### config.mk
export PLATFORM = sky130hd
export DESIGN_NAME = mdu_iter
export DESIGN_NICKNAME = d
export VERILOG_FILES = /design/src/rtl/mdu_iter.sv
export SDC_FILE = /design/constraint.sdc
export NUM_CORES = 1
export LEC_CHECK = 0
export ABC_AREA = 0
export CAP_MARGIN = 30
export CORE_ASPECT_RATIO = 1.5
export CORE_MARGIN = 2
export CORE_UTILIZATION = 40
export DETAILED_ROUTE_END_ITERATION = 10
export HOLD_SLACK_MARGIN = 0.12
export SLEW_MARGIN = 5
export SYNTH_ARGS = -nofsm -noshare
export SYNTH_HDL_FRONTEND = slang
export SYNTH_SLANG_ARGS = --single-unit
### constraint.sdc
create_clock -name clk -period 9.33 [get_ports clk]
set_input_delay 2.3325 -clock clk [delete_from_list [all_inputs] [get_ports clk]]
set_output_delay 2.3325 -clock clk [all_outputs]
set_load 0.02 [all_outputs]
### src/rtl/mdu_iter.sv
// Iterative multiply/divide unit for the EX stage: radix-2 shift-add multiply and
// restoring divide, one bit per cycle, with sign fix-up and a single-cycle done pulse.
module mdu_iter #(
  parameter int WIDTH = 32
) (
  input  logic             clk,
  input  logic             rst,
  input  logic             start,
  input  logic [1:0]       op,
  input  logic [WIDTH-1:0] a,
  input  logic [WIDTH-1:0] b,
  input  logic             flush,
  output logic             alu_stall,
  output logic             alu_done,
  output logic [WIDTH-1:0] hi,
  output logic [WIDTH-1:0] lo
);

  localparam int CW = $clog2(WIDTH);

  typedef enum logic [1:0] {IDLE, CALC, FIX, DONE} state_t;

  state_t             state, state_nxt;
  logic [CW-1:0]      cnt;
  logic [1:0]         op_r;
  logic               sign_a, sign_b;
  logic [WIDTH-1:0]   a_raw, mag_a, mag_b, quo;
  logic [WIDTH:0]     rem;
  logic [2*WIDTH-1:0] acc;

  // op[0]=0 selects the signed variants (MULT, DIV); op[1]=1 selects divide.
  logic             in_neg_a, in_neg_b;
  logic [WIDTH-1:0] in_mag_a, in_mag_b;
  assign in_neg_a = ~op[0] & a[WIDTH-1];
  assign in_neg_b = ~op[0] & b[WIDTH-1];
  assign in_mag_a = in_neg_a ? -a : a;
  assign in_mag_b = in_neg_b ? -b : b;

  // acc holds {partial product, remaining multiplier bits}; bit 0 is the current multiplier bit.
  logic [WIDTH:0] mul_sum;
  assign mul_sum = {1'b0, acc[2*WIDTH-1:WIDTH]} + {1'b0, (acc[0] ? mag_a : {WIDTH{1'b0}})};

  logic [WIDTH+1:0] div_sh;
  logic             div_ge;
  logic [WIDTH:0]   rem_nxt;
  assign div_sh  = {rem, quo[WIDTH-1]};
  assign div_ge  = div_sh >= {2'b00, mag_b};
  assign rem_nxt = div_ge ? (div_sh[WIDTH:0] - {1'b0, mag_b}) : div_sh[WIDTH:0];

  logic               neg_res, div_zero;
  logic [2*WIDTH-1:0] prod_fix;
  logic [WIDTH-1:0]   quo_fix, rem_fix, fix_hi, fix_lo;
  assign neg_res  = ~op_r[0] & (sign_a ^ sign_b);
  assign div_zero = (mag_b == '0);
  assign prod_fix = neg_res ? -acc : acc;
  assign quo_fix  = neg_res ? -quo : quo;
  assign rem_fix  = (~op_r[0] & sign_a) ? -rem[WIDTH-1:0] : rem[WIDTH-1:0];

  always_comb begin
    // NOTE: every combinational output gets a default first so no path infers a latch.
    fix_hi = prod_fix[2*WIDTH-1:WIDTH];
    fix_lo = prod_fix[WIDTH-1:0];
    if (op_r[1]) begin
      if (div_zero) begin
        fix_hi = a_raw;
        fix_lo = '1;
      end else begin
        fix_hi = rem_fix;
        fix_lo = quo_fix;
      end
    end
  end

  always_comb begin
    state_nxt = state;
    case (state)
      IDLE:    if (start) state_nxt = CALC;
      CALC:    if (cnt == CW'(WIDTH - 1)) state_nxt = FIX;
      FIX:     state_nxt = DONE;
      default: state_nxt = IDLE;
    endcase
    // Flush wins over everything, including the FIX-to-DONE commit.
    if (flush) state_nxt = IDLE;
  end

  // NOTE: sequential state uses non-blocking assignments so all registers update from pre-edge values.
  always_ff @(posedge clk or negedge rst) begin
    if (!rst) state <= IDLE;
    else      state <= state_nxt;
  end

  // NOTE: datapath registers are reset too, so hi/lo read zero after reset and no X leaks into the result.
  always_ff @(posedge clk or negedge rst) begin
    if (!rst) begin
      cnt    <= '0;
      op_r   <= '0;
      sign_a <= 1'b0;
      sign_b <= 1'b0;
      a_raw  <= '0;
      mag_a  <= '0;
      mag_b  <= '0;
      quo    <= '0;
      rem    <= '0;
      acc    <= '0;
      hi     <= '0;
      lo     <= '0;
    end else begin
      case (state)
        IDLE: if (start && !flush) begin
          cnt    <= '0;
          op_r   <= op;
          sign_a <= in_neg_a;
          sign_b <= in_neg_b;
          a_raw  <= a;
          mag_a  <= in_mag_a;
          mag_b  <= in_mag_b;
          quo    <= in_mag_a;
          rem    <= '0;
          acc    <= {{WIDTH{1'b0}}, in_mag_b};
        end
        CALC: begin
          cnt <= cnt + 1'b1;
          if (op_r[1]) begin
            rem <= rem_nxt;
            quo <= {quo[WIDTH-2:0], div_ge};
          end else begin
            acc <= {mul_sum, acc[WIDTH-1:1]};
          end
        end
        FIX: if (!flush) begin
          hi <= fix_hi;
          lo <= fix_lo;
        end
        default: ;
      endcase
    end
  end

  assign alu_stall = rst & ~flush & (((state == IDLE) & start) | (state == CALC) | (state == FIX));
  assign alu_done  = rst & ~flush & (state == DONE);

endmodule

==> qor.csv, run 1 <==
metric,value,unit
crit-path cells,clkdlybuf4s50_1 > a211oi_1 > nor3b_1 > clkdlybuf4s50_1,
Worst-Margin Slew,1101,ps
Startpoint Class,input pin,
post-route cell area,23110,um2
DR WL/cell,20.69,um
initial antenna violation count,0,
critical path type,input pin to output port,
"Setup Fix Bufs, Post-CTS",0,
Die X-Extent,187.4,um
Tmin final,6108,ps
Top delay family on crit path,buffers and inverters,
initial core utilization,0.4054,
Switching Share,0.4688,
Clk pwr share,0.165,
Pint,0.004045,W
Seq pwr share,0.316,
"CTS clk-pin slew, worst paths",60,ps
Psw,0.003570,W
maximum VDD drop,378.3,uV
Synth cell types,79,
post-synthesis sequential area ratio,0.3706,
hold buffer count at cts,0,
Final Util,0.4640,
Syn Inst Count,2396,
GRT Overall Usage,0.2461,
Inserted Clock Buffers,31,
combinational power share,0.520,
H-tree Lvls,1,
most frequent CP cell,clkdlybuf4s50_1,
clock root cell,clkbuf_16,
unrepaired setup endpoints after global routing,false,
DR iter-0 viols,1144,
post-route antenna net violation count,0,
Die Ht,279.2,um
Slew HR,0.2645,
worst hold stages,2,
Pwr Density,329.6,nW/um2
pin count of the biggest net entering global routing,155,
nets,2601,
Post-Route Skew,14.62,ps
run status,"finished, final reports clean",
fin. max-slew vios,0,
Setup TNS,0,ps
vias in the first global route,17680,
asr flop ratio synth,1.000,
ys flop type,dfrtp_1,
f_max,163.7,MHz
Fin. Hold Viols,0,
vias post-DR,17800,
final critical-path share of the clock period,0.6547,
"commonest non-fill, non-tap cell in the layout",nand2_1,
CP max stage cell,clkdlybuf4s50_1,
Crit path largest cell delay,630,ps
drt drc,0,
critical path capture point type,output port,
Site Rows,100,
share of post-route cells with drive strength above 1,0.06540,
Avg Vias per Cell,5.670,
WL final,64.96,mm
drt first pass iters,5,
max cap viols,0,
placed cell area,22110,um2
DIE AREA,52320,um2
# diodes,0,
Placer Congestion,0.9141,
Leakage,10.16,nW
CTS tree,yes,
"Req. time, crit path",7000,ps
# setup viols final,0,
Final HPWL DP,48.96,mm
stages on the worst setup path,4,
area grow syn2layout,14.45,%
syn avg cell area,8.426,um2
first-pass GRT wire length,101.7,mm
total gr overflow,0,
Max clock buf depth,3,
maximum fanout along the worst path,4,
Worst-Skew Late Latency,590,ps
worst hold path type,register to register,
io pins,136,
crit path DAT,3780,ps
Synth Net Count,2543,
#FFs+latches synth,299,
most frequent cells in the layout,"nand2_1 (308), dfrtp_1 (298), o21ai_0 (274)",
Post-synth EDFFs,0,
core outline area,49800,um2
Crit path buffers/inverters,2,
Mapped Area,20190,um2
IO Port Bufs,135,
PostCTS Resize Cnt,0,
yosys warns,0,
# clock sinks,299,
reg2reg path depth,14,
-- Yosys cell counts (4+ instances only) --
library cell  number  area, um2
a211oi_1          19      142.6
a21boi_0           4      30.03
a21o_1            34      255.2
a21oi_1          194      970.9
a221oi_1           5      43.79
a22o_1            29      254.0
a22oi_1            7      52.55
a31oi_1           25      156.4
and2_1            39      244.0
and3_1             6      37.54
buf_1             18      67.56
buf_2              5      25.02
clkbuf_1         111      416.7
dfrtp_1          299       7482
ha_1              75      938.4
inv_1             74      277.8
mux2_2            48      540.5
mux2i_1           36      360.4
nand2_1          308       1156
nand2b_1          25      156.4
nand3_1           26      130.1
nand4_1           13      81.33
nor2_1           186      698.2
nor2b_1           19      118.9
nor3_1            44      220.2
nor3b_1            5      37.54
nor4_1            25      156.4
nor4_2             4      50.05
o211ai_1           4      30.03
o21a_1             8      60.06
o21ai_0          274       1371
o21ai_1           28      140.1
o21bai_1           5      37.54
o221ai_1           9      78.83
o22ai_1           23      143.9
o31ai_1           23      172.7
o41ai_1           13      113.9
o41ai_2            4      65.06
or2_2              4      25.02
or3_1             13      81.33
or4_1             10      75.07
xnor2_1          126       1104
xor2_1           111      972.2
-- through the flow --
stage | hold slack, ps | total power (W) | std cells | setup WS [ps]
after global placement | 456.3 | 0.006281 | 3084 | 3203
after global routing | 499.2 | 0.008146 | 3140 | 3118
after floorplan | 441.8 | 0.005010 | 2396 | 4072
final | 475.0 | 0.007615 | 3140 | 3222
after CTS | 478.6 | 0.007624 | 3140 | 3220
after detailed placement | 464.4 | 0.006344 | 3084 | 3235
-- worst min-delay path: stages, from the launching register on --
cell     delay, ps
dfrtp_1        340
nand2_1         40
o21ai_0         60
-- metal layers --
layer	part of all wire	vias to the layer above	GRT usage
met5	0	-	0
met4	0.035	0	0.09005
met3	0.038	117	0.02262
met2	0.52	437	0.4539
met1	0.41	8669	0.2967
li1	-	8581	-
-- registers in the layout (all words and copies together) (netlist names) --
register,count
sign_a,1
hi,32
cnt,5
state,2
lo,32
rem,33
mag_a,31
op_r,2
a_raw,32
mag_b,32
sign_b,1
quo,32
acc,64
-- power by group through the flow --
stage	clock (W)	combinational (W)	sequential (W)
floorplan	0	0.00269	0.00232
global placement	0	0.00388	0.00240
detailed placement	0	0.00393	0.00241
CTS	0.00127	0.00395	0.00240
global route	0.00133	0.00435	0.00247
finish	0.00125	0.00396	0.00240
-- cell families (layout without fill, tap and decap cells) --
| kind of cell | Yosys count | count (layout) | share of synthesized area |
|---|---|---|---|
| xor gates and xnor gates | 237 | 237 | 0.1028 |
| buffers and inverters | 210 | 291 | 0.03935 |
| muxes | 84 | 84 | 0.04462 |
| and+or+nand+nor | 750 | 750 | 0.1742 |
| DFF | 299 | 299 | 0.3706 |
| adders and majority gates | 77 | 77 | 0.04846 |
| AOI/OAI and AO/OA | 739 | 739 | 0.2199 |
-- path summary, 6_finish.rpt --
| check | to | slack [ps] | startpoint |
|---|---|---|---|
| setup / recovery | alu_stall | 3220 | start |
| hold / removal | mag_a[8] | 470 | mag_a[8] |
| setup reg to reg | rem[23] | 5260 | quo[31] |
| hold reg to reg | mag_a[8] | 470 | mag_a[8] |
| max in group asynchronous | op_r[1] | 5520 | rst |
| min in group asynchronous | mag_b[3] | 1650 | rst |
-- final cells by class --
type / instances / area (um2)
clock buffer: 45 / 908.4
fill: 5007 / 26690
multi-input combinational: 1887 / 11960
timing repair buffer: 159 / 1549
tap: 663 / 829.5
inverter: 76 / 285.3
clock inverter: 11 / 90.09
sequential: 299 / 7483
Note: power is estimated with default switching activity, not from simulation.
==> inputs of run 2 (changes only) <==
==> constraint.sdc (replaced) <==
create_clock -name clk -period 5.7 [get_ports clk]
set_input_delay 1.425 -clock clk [delete_from_list [all_inputs] [get_ports clk]]
set_output_delay 1.425 -clock clk [all_outputs]
set_load 0.02 [all_outputs]
==> run 2 against run 1 <==
  * Clock skew shrank 2.3 ps
  * Flip-flop and latch count stayed put
  * Final area grew 0.62%
  * Die area did not move
  * Register-to-register slack lost 3500 ps
  * Routed wire length increased by 1.0%
  * Worst setup slack worse by 1800 ps
  * Power up 66%
  * Global-route usage increased by 0.46 points
  * Clock-buffer cell count down 2
  * Highest routed layer unchanged
==> qor.csv, run 2 (synthesized netlist as in run 1, its figures left out) <==
metric,value,unit
hold buffer count at cts,0,
total gr overflow,0,
first-pass GRT wire length,103.6,mm
Switching Share,0.4678,
"CTS clk-pin slew, worst paths",70,ps
fin. max-slew vios,0,
placed cell area,22200,um2
run status,"finished, final reports clean",
"commonest non-fill, non-tap cell in the layout",nand2_1,
Psw,0.005902,W
Top reg by flops,acc,
initial core utilization,0.4054,
Pint,0.006715,W
vias in the first global route,18120,
H-tree Lvls,1,
critical path type,input pin to output port,
Final HPWL DP,50.03,mm
combinational power share,0.522,
Setup TNS,0,ps
io pins,136,
# setup viols final,0,
worst hold path type,register to register,
drt first pass iters,6,
CP max stage cell,clkdlybuf4s50_1,
# diodes,0,
Seq pwr share,0.312,
maximum VDD drop,352.0,uV
DR WL/cell,20.85,um
Final Util,0.4669,
area grow syn2layout,15.16,%
Slew HR,0.3161,
DIE AREA,52320,um2
pin count of the biggest net entering global routing,159,
max FFs per register,64,
unrepaired setup endpoints after global routing,false,
core outline area,49800,um2
GRT Overall Usage,0.2508,
initial antenna violation count,1,
"Req. time, crit path",4280,ps
post-place setup slack,1098,ps
Pwr Density,542.7,nW/um2
CP Launch Point,start,
DR iter-0 viols,956,
setup ws final,1396,ps
PostCTS Resize Cnt,0,
Site Rows,100,
Startpoint Class,input pin,
Placer Congestion,0.9062,
Crit path largest cell delay,630,ps
Worst-Skew Late Latency,590,ps
CTS tree,yes,
Clk pwr share,0.166,
final critical-path share of the clock period,0.7551,
share of post-route cells with drive strength above 1,0.06881,
clock root cell,clkbuf_16,
maximum fanout along the worst path,4,
Tmin final,4304,ps
Fin. Hold Viols,0,
final-layout fill cell count,4894,
Die Ht,279.2,um
WL final,65.63,mm
f_max,232.4,MHz
"Setup Fix Bufs, Post-CTS",0,
Largest regs,"acc: 64 flops, rem: 33 flops",
r2r startpoint,quo[31],
Max clock buf depth,3,
drt drc,0,
most frequent CP cell,clkdlybuf4s50_1,
Worst-Margin Slew,1016,ps
nets,2608,
vias post-DR,17830,
post-route antenna net violation count,0,
critical path capture point type,output port,
Hold Path Origin,mag_a[8],
Post-Route Skew,12.35,ps
max cap viols,0,
Leakage,10.22,nW
post-route cell area,23250,um2
IO Port Bufs,135,
Die X-Extent,187.4,um
Avg Vias per Cell,5.665,
most frequent cells in the layout,"nand2_1 (308), dfrtp_1 (298), o21ai_0 (274)",
crit-path cells,clkdlybuf4s50_1 > a211oi_1 > nor3b_1 > clkdlybuf4s50_1,
crit path DAT,2880,ps
Inserted Clock Buffers,31,
# clock sinks,299,
==> run 2: cell count changes in the layout (fill, tap and decap cells not counted), moves of 2 or more <==
| cell | before | now |
|---|---|---|
| buf_4 | 23 | 26 |
| clkinvlp_4 | 1 | 5 |
| clkinv_2 | 7 | 5 |
| buf_12 | 1 | 4 |
==> run 2: metal layers <==
| metal | vias to the layer above | track usage | part of all wire | wire, um |
|---|---|---|---|---|
| met5 | - | 0 | 0 | 0 |
| met2 | 458 | 0.4575 | 0.51 | 33430 |
| met1 | 8620 | 0.2965 | 0.40 | 26470 |
| li1 | 8606 | - | - | - |
| met4 | 0 | 0.1078 | 0.044 | 2889 |
| met3 | 150 | 0.02866 | 0.043 | 2848 |
==> run 2: through the flow <==
| step | hold WS [ps] | std cells | total power [W] |
|---|---|---|---|
| after floorplan | 441.8 | 2396 | 0.008200 |
| after global placement | 457.4 | 3089 | 0.01034 |
| after detailed placement | 463.2 | 3090 | 0.01049 |
| after CTS | 478.8 | 3147 | 0.01263 |
| after global routing | 504.3 | 3148 | 0.01355 |
| final | 470.3 | 3148 | 0.01262 |
==> run 2: layout make-up <==
| type | count | area (um2) | share of cell area |
|---|---|---|---|
| Multi-Input combinational cell | 1887 | 11960 | 0.5145 |
| Clock inverter | 14 | 140.1 | 0.006027 |
| Timing Repair Buffer | 166 | 1659 | 0.07136 |
| Inverter | 76 | 285.3 | 0.01227 |
| Clock buffer | 43 | 890.9 | 0.03832 |
| Sequential cell | 299 | 7483 | 0.3219 |
| Tap cell | 663 | 829.5 | 0.03568 |
==> run 2: path summary, 6_finish.rpt <==
kind                              to  slack [ps]  cells after the start
max                        alu_stall        1400                      4
min                         mag_a[8]         470                      2
max reg2reg                  rem[29]        1720                     14
min reg2reg                 mag_a[8]         470                      2
max in group asynchronous    op_r[1]        3250                      3
min in group asynchronous     lo[11]         720                      1
==> run 2: power by group through the flow <==
stage / Sequential [W] / Combinational [W] / Clock [W]
after floorplan: 0.00379 / 0.00441 / 0
after global placement: 0.00393 / 0.00642 / 0
after detailed placement: 0.00396 / 0.00652 / 0
after CTS: 0.00393 / 0.00656 / 0.00214
after global routing: 0.00405 / 0.00728 / 0.00222
final: 0.00394 / 0.00658 / 0.00210
==> run 2: critical path: cells and delay by family <==
family	cells	cell delay (ps)
buffers and inverters	2	1160
and+or+nand+nor	1	200
AOI/OAI and AO/OA	1	90
==> inputs of run 3 (changes only) <==
==> constraint.sdc (replaced) <==
create_clock -name clk -period 4.5 [get_ports clk]
set_input_delay 1.125 -clock clk [delete_from_list [all_inputs] [get_ports clk]]
set_output_delay 1.125 -clock clk [all_outputs]
set_load 0.02 [all_outputs]
==> run 3 against run 2 <==
  * Clock power rose by 34%
  * Worst hold slack got worse by 110 ps
  * Final cell count rose by 0.54%
  * Critical path depth rose by 8
  * Worst setup slack got worse by 820 ps
  * Power rose by 29%
  * Non-clock buffer count rose by 16
  * Largest cell class unchanged
==> qor.csv, run 3 (synthesized netlist as in run 1, its figures left out) <==
metric,value,unit
total gr overflow,0,
"Setup Fix Bufs, Post-CTS",0,
WL final,66.50,mm
GRT Overall Usage,0.2519,
Site Rows,100,
DR WL/cell,21.01,um
critical path capture point type,register,
CTS tree,yes,
vias in the first global route,18190,
Switching Share,0.4631,
share of post-route cells with drive strength above 1,0.07514,
Top delay family on crit path,compound AO/OA/AOI/OAI gates,
placed insts,3107,
post-route antenna net violation count,0,
worst hold path type,input pin to async pin,
crit-path cells,inv_1 > ha_1 > inv_1 > fa_1 > a21oi_1 > o21ai_0 > a21o_1 > a211o_1 > a211oi_2 > o31ai_4 > nand2_1 > o21ai_0,
Multi-input gate area,11960,um2
core outline area,49800,um2
Non-Filler Instances,3165,
Psw,0.007510,W
Tmin final,3924,ps
Top reg by flops,acc,
unrepaired setup endpoints after global routing,false,
Pint,0.008708,W
CP max stage cell,a211oi_2,
met1 Usage GRT,0.2993,
Clk pwr share,0.174,
"CTS clk-pin slew, worst paths",70,ps
# clock sinks,299,
max cap viols,0,
# setup viols final,0,
maximum fanout along the worst path,14,
Avg Vias per Cell,5.664,
critical path type,register to register,
hold buffer count at cts,0,
DIE AREA,52320,um2
Inserted Clock Buffers,31,
"Req. time, crit path",4940,ps
initial antenna violation count,0,
Setup TNS,0,ps
run status,"finished, final reports clean",
PostCTS Resize Cnt,0,
Die X-Extent,187.4,um
final-layout fill cell count,4904,
final critical-path share of the clock period,0.8720,
initial core utilization,0.4054,
maximum VDD drop,375.8,uV
io pins,136,
DR iter-0 viols,1052,
vias post-DR,17930,
Placer Congestion,0.9270,
grt peak-use layer,met2,
Post-Route Skew,20.39,ps
Seq. cell area,7483,um2
# diodes,0,
Crit path buffers/inverters,2,
drt drc,0,
Worst-Margin Slew,1029,ps
met2 GRT Util,0.4577,
max FFs per register,64,
H-tree Lvls,1,
"commonest non-fill, non-tap cell in the layout",nand2_1,
Fin. Hold Viols,0,
f_max,254.8,MHz
Die Ht,279.2,um
drt first pass iters,7,
"Power, Total",0.01622,W
Slew HR,0.3129,
IO Port Bufs,135,
clock root cell,clkbuf_16,
Worst-Skew Late Latency,600,ps
Leakage,10.32,nW
pin count of the biggest net entering global routing,157,
met3 usage,0.02413,
most frequent cells in the layout,"nand2_1 (308), dfrtp_1 (298), o21ai_0 (274)",
Pwr Density,692.5,nW/um2
Final HPWL DP,50.29,mm
combinational power share,0.517,
nets,2624,
Max clock buf depth,3,
Largest regs,"acc: 64 flops, rem: 33 flops",
area grow syn2layout,16.00,%
first-pass GRT wire length,104.0,mm
crit path DAT,4370,ps
Startpoint Class,register,
Crit path largest cell delay,550,ps
fin. max-slew vios,0,
Seq pwr share,0.309,
run 3: path summary, 6_finish.rpt:
check                      slack [ps]  startpoint  depth (start not counted)   endpoint
setup / recovery                  580     quo[31]                         12    rem[20]
hold / removal                    360         rst                          1   mag_b[1]
setup reg to reg                  580     quo[31]                         12    rem[20]
max in group asynchronous        2190         rst                          3  mag_a[30]
min in group clk                  470    mag_a[5]                          2   mag_a[5]
hold reg to reg                   470    mag_a[5]                          2   mag_a[5]
run 3: per-layer routing:
layer	routed length [um]	part of all wire
met1	26800	0.40
met2	33970	0.51
met3	2716	0.041
met4	3020	0.045
met5	0	0
run 3: worst reg2reg max path: stages (launching register included):
cell	delay (ps)
dfrtp_1	470
inv_1	290
ha_1	240
inv_1	60
fa_1	410
a21oi_1	150
o21ai_0	90
a21o_1	240
a211o_1	410
a211oi_2	560
o31ai_4	240
nand2_1	440
o21ai_0	170
run 3: power by group through the flow:
stage	logic (W)	registers [W]	clock network, W
finish	0.00838	0.00501	0.00282
global route	0.00920	0.00516	0.00297
detailed placement	0.00833	0.00503	0
CTS	0.00838	0.00500	0.00287
floorplan	0.00558	0.00480	0
global placement	0.00819	0.00500	0
run 3: stage by stage:
stage                     worst slack [ps]  hold WS (ps)    util  instance area [um2]
after CTS                            635.3         344.8  0.4703                23420
final                                576.1         356.8  0.4703                23420
after global placement               418.8         456.4  0.4482                22320
after floorplan                       1273         441.8       -                20190
after detailed placement             400.6         462.4  0.4482                22320
after global routing                 385.4         349.2  0.4703                23420
run 3: area by class of cell:
| cell class | count | area share |
|---|---|---|
| timing repair buffer | 182 | 0.07511 |
| clock buffer | 42 | 0.03745 |
| inverter | 76 | 0.01218 |
| multi-input combinational | 1887 | 0.5107 |
| clock inverter | 16 | 0.009563 |
| sequential | 299 | 0.3195 |
| tap | 663 | 0.03542 |
